--- src/rtl/alu_pkg.sv ---
// Shared constants and types for the UART ALU packet parser and the
// output stages that later opcodes will reuse.
package alu_pkg;

  localparam logic [7:0] OP_ECHO = 8'hEC;
  localparam logic [7:0] OP_ADD  = 8'hAD;
  localparam int         HDR_LEN = 4;

  typedef enum logic [2:0] {
    HDR,
    ECHO,
    ADD_RX,
    ADD_TX,
    DRAIN
  } state_e;

endpackage

--- src/rtl/out_reg.sv ---
// Single-entry valid/ready output register. Accepts a new word in the same
// cycle the held word leaves, so a continuous stream flows without bubbles.
module out_reg #(
  parameter int WIDTH_P = 8
) (
  input  logic               clk,
  input  logic               rst,
  input  logic [WIDTH_P-1:0] in_data_i,
  input  logic               in_valid_i,
  output logic               in_ready_o,
  output logic [WIDTH_P-1:0] out_data_o,
  output logic               out_valid_o,
  input  logic               out_ready_i
);

  logic               valid_q;
  logic [WIDTH_P-1:0] data_q;

  assign in_ready_o  = !valid_q || out_ready_i;
  assign out_valid_o = valid_q;
  assign out_data_o  = data_q;

  // NOTE: sequential state uses <= so every register samples pre-edge
  // values, independent of the order blocks are evaluated in.
  always_ff @(posedge clk or posedge rst) begin
    if (rst) begin
      valid_q <= 1'b0;
      data_q  <= '0;
    end else if (in_ready_o) begin
      valid_q <= in_valid_i;
      if (in_valid_i) data_q <= in_data_i;
    end
  end

endmodule

--- src/rtl/packet_parser.sv ---
// UART ALU packet parser: decodes a 4-byte header, then echoes, sums or
// drains the payload. All output bytes leave through one out_reg stage.
module packet_parser
  import alu_pkg::*;
#(
  parameter int DATA_WIDTH_P    = 8,
  parameter int OPERAND_WIDTH_P = 32
) (
  input  logic                    clk,
  input  logic                    rst,
  input  logic [DATA_WIDTH_P-1:0] s_axis_tdata,
  input  logic                    s_axis_tvalid,
  output logic                    s_axis_tready,
  output logic [DATA_WIDTH_P-1:0] m_axis_tdata,
  output logic                    m_axis_tvalid,
  input  logic                    m_axis_tready,
  output logic                    len_err_o
);

  localparam int BYTES_C  = OPERAND_WIDTH_P / DATA_WIDTH_P;
  localparam int IDX_W_C  = (BYTES_C > 1) ? $clog2(BYTES_C) : 1;
  localparam int PUSH_W_C = $clog2(BYTES_C + 1);

  localparam logic [IDX_W_C-1:0]  IDX_LAST_C  = IDX_W_C'(BYTES_C - 1);
  localparam logic [PUSH_W_C-1:0] PUSH_LAST_C = PUSH_W_C'(BYTES_C);
  localparam logic [15:0]         HDR_LEN_C   = 16'(HDR_LEN);

  state_e                     state_q, state_d;
  logic [1:0]                 hdr_cnt_q, hdr_cnt_d;
  logic [DATA_WIDTH_P-1:0]    opcode_q, opcode_d;
  logic [7:0]                 len_lsb_q, len_lsb_d;
  logic [15:0]                remain_q, remain_d;
  logic [OPERAND_WIDTH_P-1:0] opnd_q, opnd_d;
  logic [OPERAND_WIDTH_P-1:0] acc_q, acc_d;
  logic [IDX_W_C-1:0]         byte_idx_q, byte_idx_d;
  logic [PUSH_W_C-1:0]        push_cnt_q, push_cnt_d;
  logic                       len_err_q, len_err_d;

  logic                       s_fire;
  logic                       hdr_last;
  logic                       pay_last;
  logic                       op_done;
  logic                       is_echo;
  logic                       is_add;
  logic [15:0]                hdr_len;
  logic [OPERAND_WIDTH_P-1:0] opnd_next;

  logic                       push_valid;
  logic                       push_ready;
  logic [DATA_WIDTH_P-1:0]    push_data;

  assign s_fire   = s_axis_tvalid && s_axis_tready;
  assign hdr_len  = {s_axis_tdata[7:0], len_lsb_q};
  assign hdr_last = (state_q == HDR) && s_fire && (hdr_cnt_q == 2'd3);
  assign pay_last = s_fire && (remain_q == 16'd1);
  assign op_done  = (state_q == ADD_RX) && s_fire && (byte_idx_q == IDX_LAST_C);
  assign is_echo  = (opcode_q == DATA_WIDTH_P'(OP_ECHO));
  assign is_add   = (opcode_q == DATA_WIDTH_P'(OP_ADD));
  assign len_err_o = len_err_q;

  // Operands arrive little-endian: each new byte enters at the top.
  assign opnd_next = (opnd_q >> DATA_WIDTH_P)
                   | (OPERAND_WIDTH_P'(s_axis_tdata) << (OPERAND_WIDTH_P - DATA_WIDTH_P));

  always_ff @(posedge clk or posedge rst) begin
    if (rst) state_q <= HDR;
    else     state_q <= state_d;
  end

  // NOTE: every signal driven here gets a default first; a path that left
  // one unassigned would infer a latch.
  always_comb begin
    state_d = state_q;
    unique case (state_q)
      HDR: begin
        if (hdr_last) begin
          if (hdr_len < HDR_LEN_C)       state_d = HDR;
          else if (hdr_len == HDR_LEN_C) state_d = is_add ? ADD_TX : HDR;
          else if (is_echo)              state_d = ECHO;
          else if (is_add)               state_d = ADD_RX;
          else                           state_d = DRAIN;
        end
      end
      ECHO, DRAIN: if (pay_last) state_d = HDR;
      ADD_RX:      if (pay_last) state_d = ADD_TX;
      ADD_TX:      if ((push_cnt_q == PUSH_LAST_C) && push_ready) state_d = HDR;
      default:     state_d = HDR;
    endcase
  end

  always_comb begin
    s_axis_tready = 1'b0;
    push_valid    = 1'b0;
    push_data     = '0;
    unique case (state_q)
      HDR, ADD_RX, DRAIN: s_axis_tready = 1'b1;
      ECHO: begin
        s_axis_tready = push_ready;
        push_valid    = s_axis_tvalid;
        push_data     = s_axis_tdata;
      end
      ADD_TX: begin
        push_valid = (push_cnt_q != PUSH_LAST_C);
        push_data  = DATA_WIDTH_P'(acc_q >> (push_cnt_q * DATA_WIDTH_P));
      end
      default: s_axis_tready = 1'b0;
    endcase
    if (rst) s_axis_tready = 1'b0;
  end

  always_comb begin
    hdr_cnt_d  = hdr_cnt_q;
    opcode_d   = opcode_q;
    len_lsb_d  = len_lsb_q;
    remain_d   = remain_q;
    opnd_d     = opnd_q;
    acc_d      = acc_q;
    byte_idx_d = byte_idx_q;
    push_cnt_d = push_cnt_q;
    len_err_d  = 1'b0;

    if ((state_q == HDR) && s_fire) begin
      hdr_cnt_d = hdr_cnt_q + 2'd1;
      if (hdr_cnt_q == 2'd0) opcode_d  = s_axis_tdata;
      if (hdr_cnt_q == 2'd2) len_lsb_d = s_axis_tdata[7:0];
      if (hdr_last) begin
        remain_d   = hdr_len - HDR_LEN_C;
        opnd_d     = '0;
        acc_d      = '0;
        byte_idx_d = '0;
        push_cnt_d = '0;
        len_err_d  = (hdr_len < HDR_LEN_C);
      end
    end

    if ((state_q inside {ECHO, ADD_RX, DRAIN}) && s_fire) remain_d = remain_q - 16'd1;

    if ((state_q == ADD_RX) && s_fire) begin
      if (op_done) begin
        acc_d      = acc_q + opnd_next;
        opnd_d     = '0;
        byte_idx_d = '0;
      end else begin
        opnd_d     = opnd_next;
        byte_idx_d = byte_idx_q + 1'b1;
      end
      // A trailing partial operand is dropped and flagged on its last byte.
      if (pay_last && !op_done) len_err_d = 1'b1;
    end

    if ((state_q == ADD_TX) && push_valid && push_ready) push_cnt_d = push_cnt_q + 1'b1;
  end

  always_ff @(posedge clk or posedge rst) begin
    if (rst) begin
      hdr_cnt_q  <= '0;
      opcode_q   <= '0;
      len_lsb_q  <= '0;
      remain_q   <= '0;
      opnd_q     <= '0;
      acc_q      <= '0;
      byte_idx_q <= '0;
      push_cnt_q <= '0;
      len_err_q  <= 1'b0;
    end else begin
      hdr_cnt_q  <= hdr_cnt_d;
      opcode_q   <= opcode_d;
      len_lsb_q  <= len_lsb_d;
      remain_q   <= remain_d;
      opnd_q     <= opnd_d;
      acc_q      <= acc_d;
      byte_idx_q <= byte_idx_d;
      push_cnt_q <= push_cnt_d;
      len_err_q  <= len_err_d;
    end
  end

  out_reg #(
    .WIDTH_P (DATA_WIDTH_P)
  ) u_out_reg (
    .clk         (clk),
    .rst         (rst),
    .in_data_i   (push_data),
    .in_valid_i  (push_valid),
    .in_ready_o  (push_ready),
    .out_data_o  (m_axis_tdata),
    .out_valid_o (m_axis_tvalid),
    .out_ready_i (m_axis_tready)
  );

endmodule

--- config.mk ---
export PLATFORM = sky130hd
export DESIGN_NAME = packet_parser
export DESIGN_NICKNAME = d
export VERILOG_FILES = /design/src/rtl/alu_pkg.sv /design/src/rtl/out_reg.sv /design/src/rtl/packet_parser.sv
export SDC_FILE = /design/constraint.sdc
export NUM_CORES = 1
export LEC_CHECK = 0
export CAP_MARGIN = 25
export CORE_MARGIN = 2
export CORE_UTILIZATION = 25
export CTS_CLUSTER_SIZE = 16
export DETAILED_ROUTE_END_ITERATION = 8
export GPL_TIMING_DRIVEN = 0
export PLACE_DENSITY = 0.42
export SYNTH_ARGS = -nofsm -noshare
export SYNTH_HDL_FRONTEND = slang
export SYNTH_SLANG_ARGS = --single-unit
--- constraint.sdc ---
create_clock -name clk -period 9.74 [get_ports clk]
set_input_delay 0.974 -clock clk [delete_from_list [all_inputs] [get_ports clk]]
set_output_delay 0.974 -clock clk [all_outputs]
set_load 0.05 [all_outputs]
Yosys cells after proc, flatten, opt, wreduce, memory -nomap -nowiden:

Index checks and enable logic that the tools add are counted.

* bitwise gates (word level): 1
* equality and inequality tests: 17
* mux-type cells: 36
* reductions and logical operators: 32
* shift-type cells: 1
* add/subtract/negate cells: 6
* magnitude comparators: 1

Operators by type and width (number)
* 2-to-1 mux 32 bit: 8
* 2-to-1 mux 16 bit: 3
* 2-to-1 mux 3 bit: 11
* adder 32 bit: 1
* bitwise OR 24 x 32 -> 32 bit: 1
* >> shifter 32 x 6 -> 8 bit: 1
* == test 16 x 1 -> 1 bit (second input constant): 1
* == test 16 x 3 -> 1 bit (second input constant): 1
* == test 8 bit (second input constant): 2
* less-than comparator 16 x 3 -> 1 bit (second input constant): 1
* case mux 8 bit (2 select lines): 1
* subtractor 16 x 1 -> 16 bit (second input constant): 1
* subtractor 16 x 3 -> 16 bit (second input constant): 1
* case mux 3 bit (4 select lines): 1
* AND reduction 2 bit: 6
* nonzero test 2 bit: 6
* logical AND 1 bit: 11
* 2-to-1 mux 2 bit: 5
* != test 2 bit (second input constant): 4
* == test 2 bit (second input constant): 3
* == test 3 x 2 -> 1 bit (second input constant): 2
* == test 3 bit (second input constant): 2
* 2-to-1 mux 1 bit: 5
* adder 2 x 1 -> 2 bit (second input constant): 2
* 12 further kinds: 14

* logic and storage cells: 106
* output and inout port bits: 11
* input port bits: 12
* register bits: 116

Logic depth before layout (Yosys ltp):

* depth in word-level cells: 11
* depth in mapped cells: 9
* gate-level depth less buffers: 9

Hierarchy:

A second synthesis with hierarchy kept.

* cell total of the unflattened synthesis: 739
* area total of the unflattened synthesis: 7014.2 um^2

Modules (own cells, without submodules)
* packet_parser: cells each 718, times used 1, area an instance 6625.1 um^2, sequential area each 2477.4 um^2
* out_reg: cells each 21, times used 1, area an instance 389.1 um^2, sequential area each 225.2 um^2

Least setup slack after synthesis:

No wires, ideal clock.

* kind: input-to-reg
* from: input rst
* to: register remain_q[7]
* library setup time: 131 ps
* path slack: 4646 ps
* data arrival time: 4963 ps
* buffers on the path: 2
* stages on the path: 8
* required time: 9609 ps
* path through: inv_1 nand2_1 a21oi_1 buf_2 buf_1 nand3_1 nand3_1 o211ai_1

* longest elaborated chain between the ends: 6
* elaborated cells between the ends (all ways): 9
* those cells by class: mux: 2; reduce/logical: 7

Ends and longest elaborated chain
* start, declared: RTL line packet_parser.sv:10 `input logic rst,`
* 2-to-1 mux 1 bit (*): RTL line packet_parser.sv:108 `if (rst) s_axis_tready = 1'b0;`
* logical AND 1 bit (*): RTL line packet_parser.sv:52 `assign s_fire = s_axis_tvalid && s_axis_tready;`
* logical AND 1 bit: RTL line packet_parser.sv:54, packet_parser.sv:122
* logical AND 1 bit: RTL line packet_parser.sv:54 `assign hdr_last = (state_q == HDR) && s_fire && (hdr_cnt_q == 2'd3);`
* nonzero test 2 bit (no source line)
* AND reduction 2 bit (no source line)
* end signal, assigned: RTL line packet_parser.sv:169 `remain_q <= remain_d;`
* end, declared: RTL line packet_parser.sv:32 `logic [15:0] remain_q, remain_d;`

Mark *: on every way between the ends. The rest lies on a longest branch, timed or not.
A chain may end at the register's enable or synchronous reset.

Worst setup path in the final report:

* from: input rst
* to: register remain_q[10]

Same word-level chain as after synthesis.

==> metrics.cfg <==
[clocking]
cts_setup_buffers=0
clock_sinks=108
clk_pin_slew_ns=0.08
cts_tree=built
htreeDepth=3
clk_latency_ns=0.37
holdBufCountCts=0
cts_buffer_depth=2
cts_resized=0
numCtsBuffers=9
root_buffer=clkbuf_16

[timing]
maxSlewHeadroom_pct=47.9
finalCriticalPeriod_ns=3.84
slew_violations=0
tightest_slew_ns=0.781
finalCritPeriodShare_pct=39.5
setup_violations=0
finalHoldViolCount=0
rsz0062_at_grt=false
fmaxAchievable_mhz=260
fin_skew_ns=0.0159
tns_ns=0

[worst_hold_path]
hold_path.class=register to register
min_to=u_out_reg.out_data_o[7]
holdPathStages=2
hold_start=u_out_reg.out_data_o[7]

[run]
maxCapViolCount=0

[global_routing]
overflow=0
grt_pass1_vias=5537
grt_usage_pct=15.9
grt_start_max_net_pins=68
grt_pass1_wl_um=34700
antenna_found_initial=0

[finish]
multiInputGateArea_mm2=0.00394
antenna_cells=0
post-route-util_pct=29.1
drive_gt1_share_pct=8.38
layout.nets=813
area_growth_pct=14.1
seq_area_mm2=0.00270
fillers=2930

[logic_synthesis]
yosysTopAreaCellShare_pct=39.3
yosys.area.top_type=dfrtp_1
synth_area_per_cell_um2=9.48
yosysSeqAreaShare_pct=39.3
synth_edf_count=0
yosys_register_bits=108
synth.distinct_cells=66
synthCells=726
synth_fp_nets=780
synthTopCellsByCount=dfrtp_1, nand2_1, a21oi_1
synth_flop_cell=dfrtp_1
async_reset_ff_share_pct=100
syn-cell-area_mm2=0.00688
synth_warnings=0
synthTopCellsByArea=dfrtp_1, ha_1, a21oi_1
yosysMostFrequentCell=dfrtp_1

[critical_path]
cp_max_fo=67
cpPeakStageDelay_ns=0.66
r2r_cells=9
end_kind=register
path_class=input port to register
cp_slowest_cell=nor4b_1
cp.required_ns=9.99
reg2reg_from=acc_q[0]
cp_cell_sequence=clkdlybuf4s50_1 -> inv_6 -> buf_16 -> nand2_1 -> nor4b_1 -> clkbuf_1 -> o21ai_0 -> o311ai_0
r2r_slack_ns=6.63
r2r_end=acc_q[30]
arrival_ns=4.09
cp-start-kind=input port

[route]
ant_nets=0
first_pass_iters=7
post_drt_wl_per_cell_um=19.9
avgViaCountPerCell=5.18
vias=5721
drt_iter0_drc=326
wirelength_um=22000
drc=0

[pwr]
ir_worst_vdd_uv=80.4
p_per_area_mw_per_mm2=160
p_leak_nw=3.33

[placed_design]
hpwlAfterDp_um=16500
io_buffers=21
place_congestion=0.832

[die]
die_h_um=170
start_util_pct=25.5
fp-row-count=60
core_mm2=0.0270
design.die.area_mm2=0.0289
ioPinCount=23
die_width_um=170

[outcome]
outcome=complete, no violations

-- through the flow --
stage	cells	hold WS, ns	setup slack (ns)	cell area, um^2	power [mW]
6_report	1105	0.493	5.90	7850	1.26
3_3_place_gp	1088	0.478	1.84	7520	0.884
5_1_grt	1105	0.522	5.58	7850	1.34
2_1_floorplan	726	0.459	4.65	6880	0.792
3_5_place_dp	1089	0.477	5.47	7550	0.887
4_1_cts	1105	0.505	5.84	7850	1.27
-- flip-flops by register name, summed over array words and instances, names as in the netlist --
signal	count
acc_q	32
byte_idx_q	2
hdr_cnt_q	2
len_err_o	1
len_lsb_q	8
opcode_q	8
opnd_q	24
push_cnt_q	3
remain_q	16
state_q	3
u_out_reg.out_data_o	8
u_out_reg.out_valid_o	1
-- where the power goes --
| group | leakage (nW) | switching, mW | internal (mW) |
|---|---|---|---|
| logic | 1.76 | 0.162 | 0.124 |
| clock network | 0.148 | 0.195 | 0.188 |
| registers | 1.43 | 0.0701 | 0.518 |
| total | 3.33 | 0.427 | 0.831 |
-- worst max path at each step --
stage	start	end	slack [ns]	cells after the start
final	rst	remain_q[10]	5.90	8
after floorplan	rst	remain_q[7]	4.65	8
after global placement	rst	acc_q[31]	1.84	9
after detailed placement	rst	remain_q[10]	5.47	8
after CTS	rst	remain_q[10]	5.84	8
after global routing	rst	acc_q[31]	5.58	10
-- critical path: cells and delay by family --
kind            cells  cell delay (ns)
simple gates        2             0.92
buf+inv             4             1.74
compound gates      2             0.42
-- placed cells by master (no fill, tap or decap), types with 9 or more instances in the layout --
cell,instances
xnor2_1,19
ha_1,41
o21ai_0,50
a22o_1,25
a21oi_1,55
a21o_1,17
clkbuf_1,24
nor3_1,15
nand2b_1,13
xor2_1,14
nand2_1,71
nor2b_1,14
inv_1,24
dfrtp_1,108
nor2_1,32
o211ai_1,10
nand3_1,27
o31ai_1,9
clkbuf_16,9
mux2_2,19
clkdlybuf4s50_1,21
a31oi_1,9
nand4_1,13
-- kinds of logic (layout without fill, tap and decap cells) --
kind of cell             count (synthesis)  in the layout  share of synthesized area, %
adder cells (fa/ha/maj)                 42             42                          7.74
AND/OR/NAND/NOR                        231            231                          17.6
buffers and inverters                   58             96                          3.47
XOR/XNOR                                33             33                          4.20
flip-flops                             108            108                          39.3
multiplexers                            29             29                          6.09
AO/OA/AOI/OAI                          225            225                          21.7
-- final cells by class --
| cell class | instances | share of cell area, % |
|---|---|---|
| multi-input combinational | 560 | 50.2 |
| sequential | 108 | 34.4 |
| tap | 341 | 5.43 |
| clock buffer | 10 | 3.04 |
| timing repair buffer | 22 | 3.03 |
| buffer | 33 | 1.85 |
| inverter | 25 | 1.26 |
| clock inverter | 6 | 0.797 |
-- routing by layer --
layer / GRT usage (%) / share of wire [%] / up-vias
met5: 0 / 0 / -
met2: 24.6 / 45 / 90
met3: 2.02 / 3.0 / 13
met4: 3.60 / 0.86 / 0
li1: - / - / 2772
met1: 23.6 / 51 / 2846
Note: power is estimated with default switching activity, not from simulation.
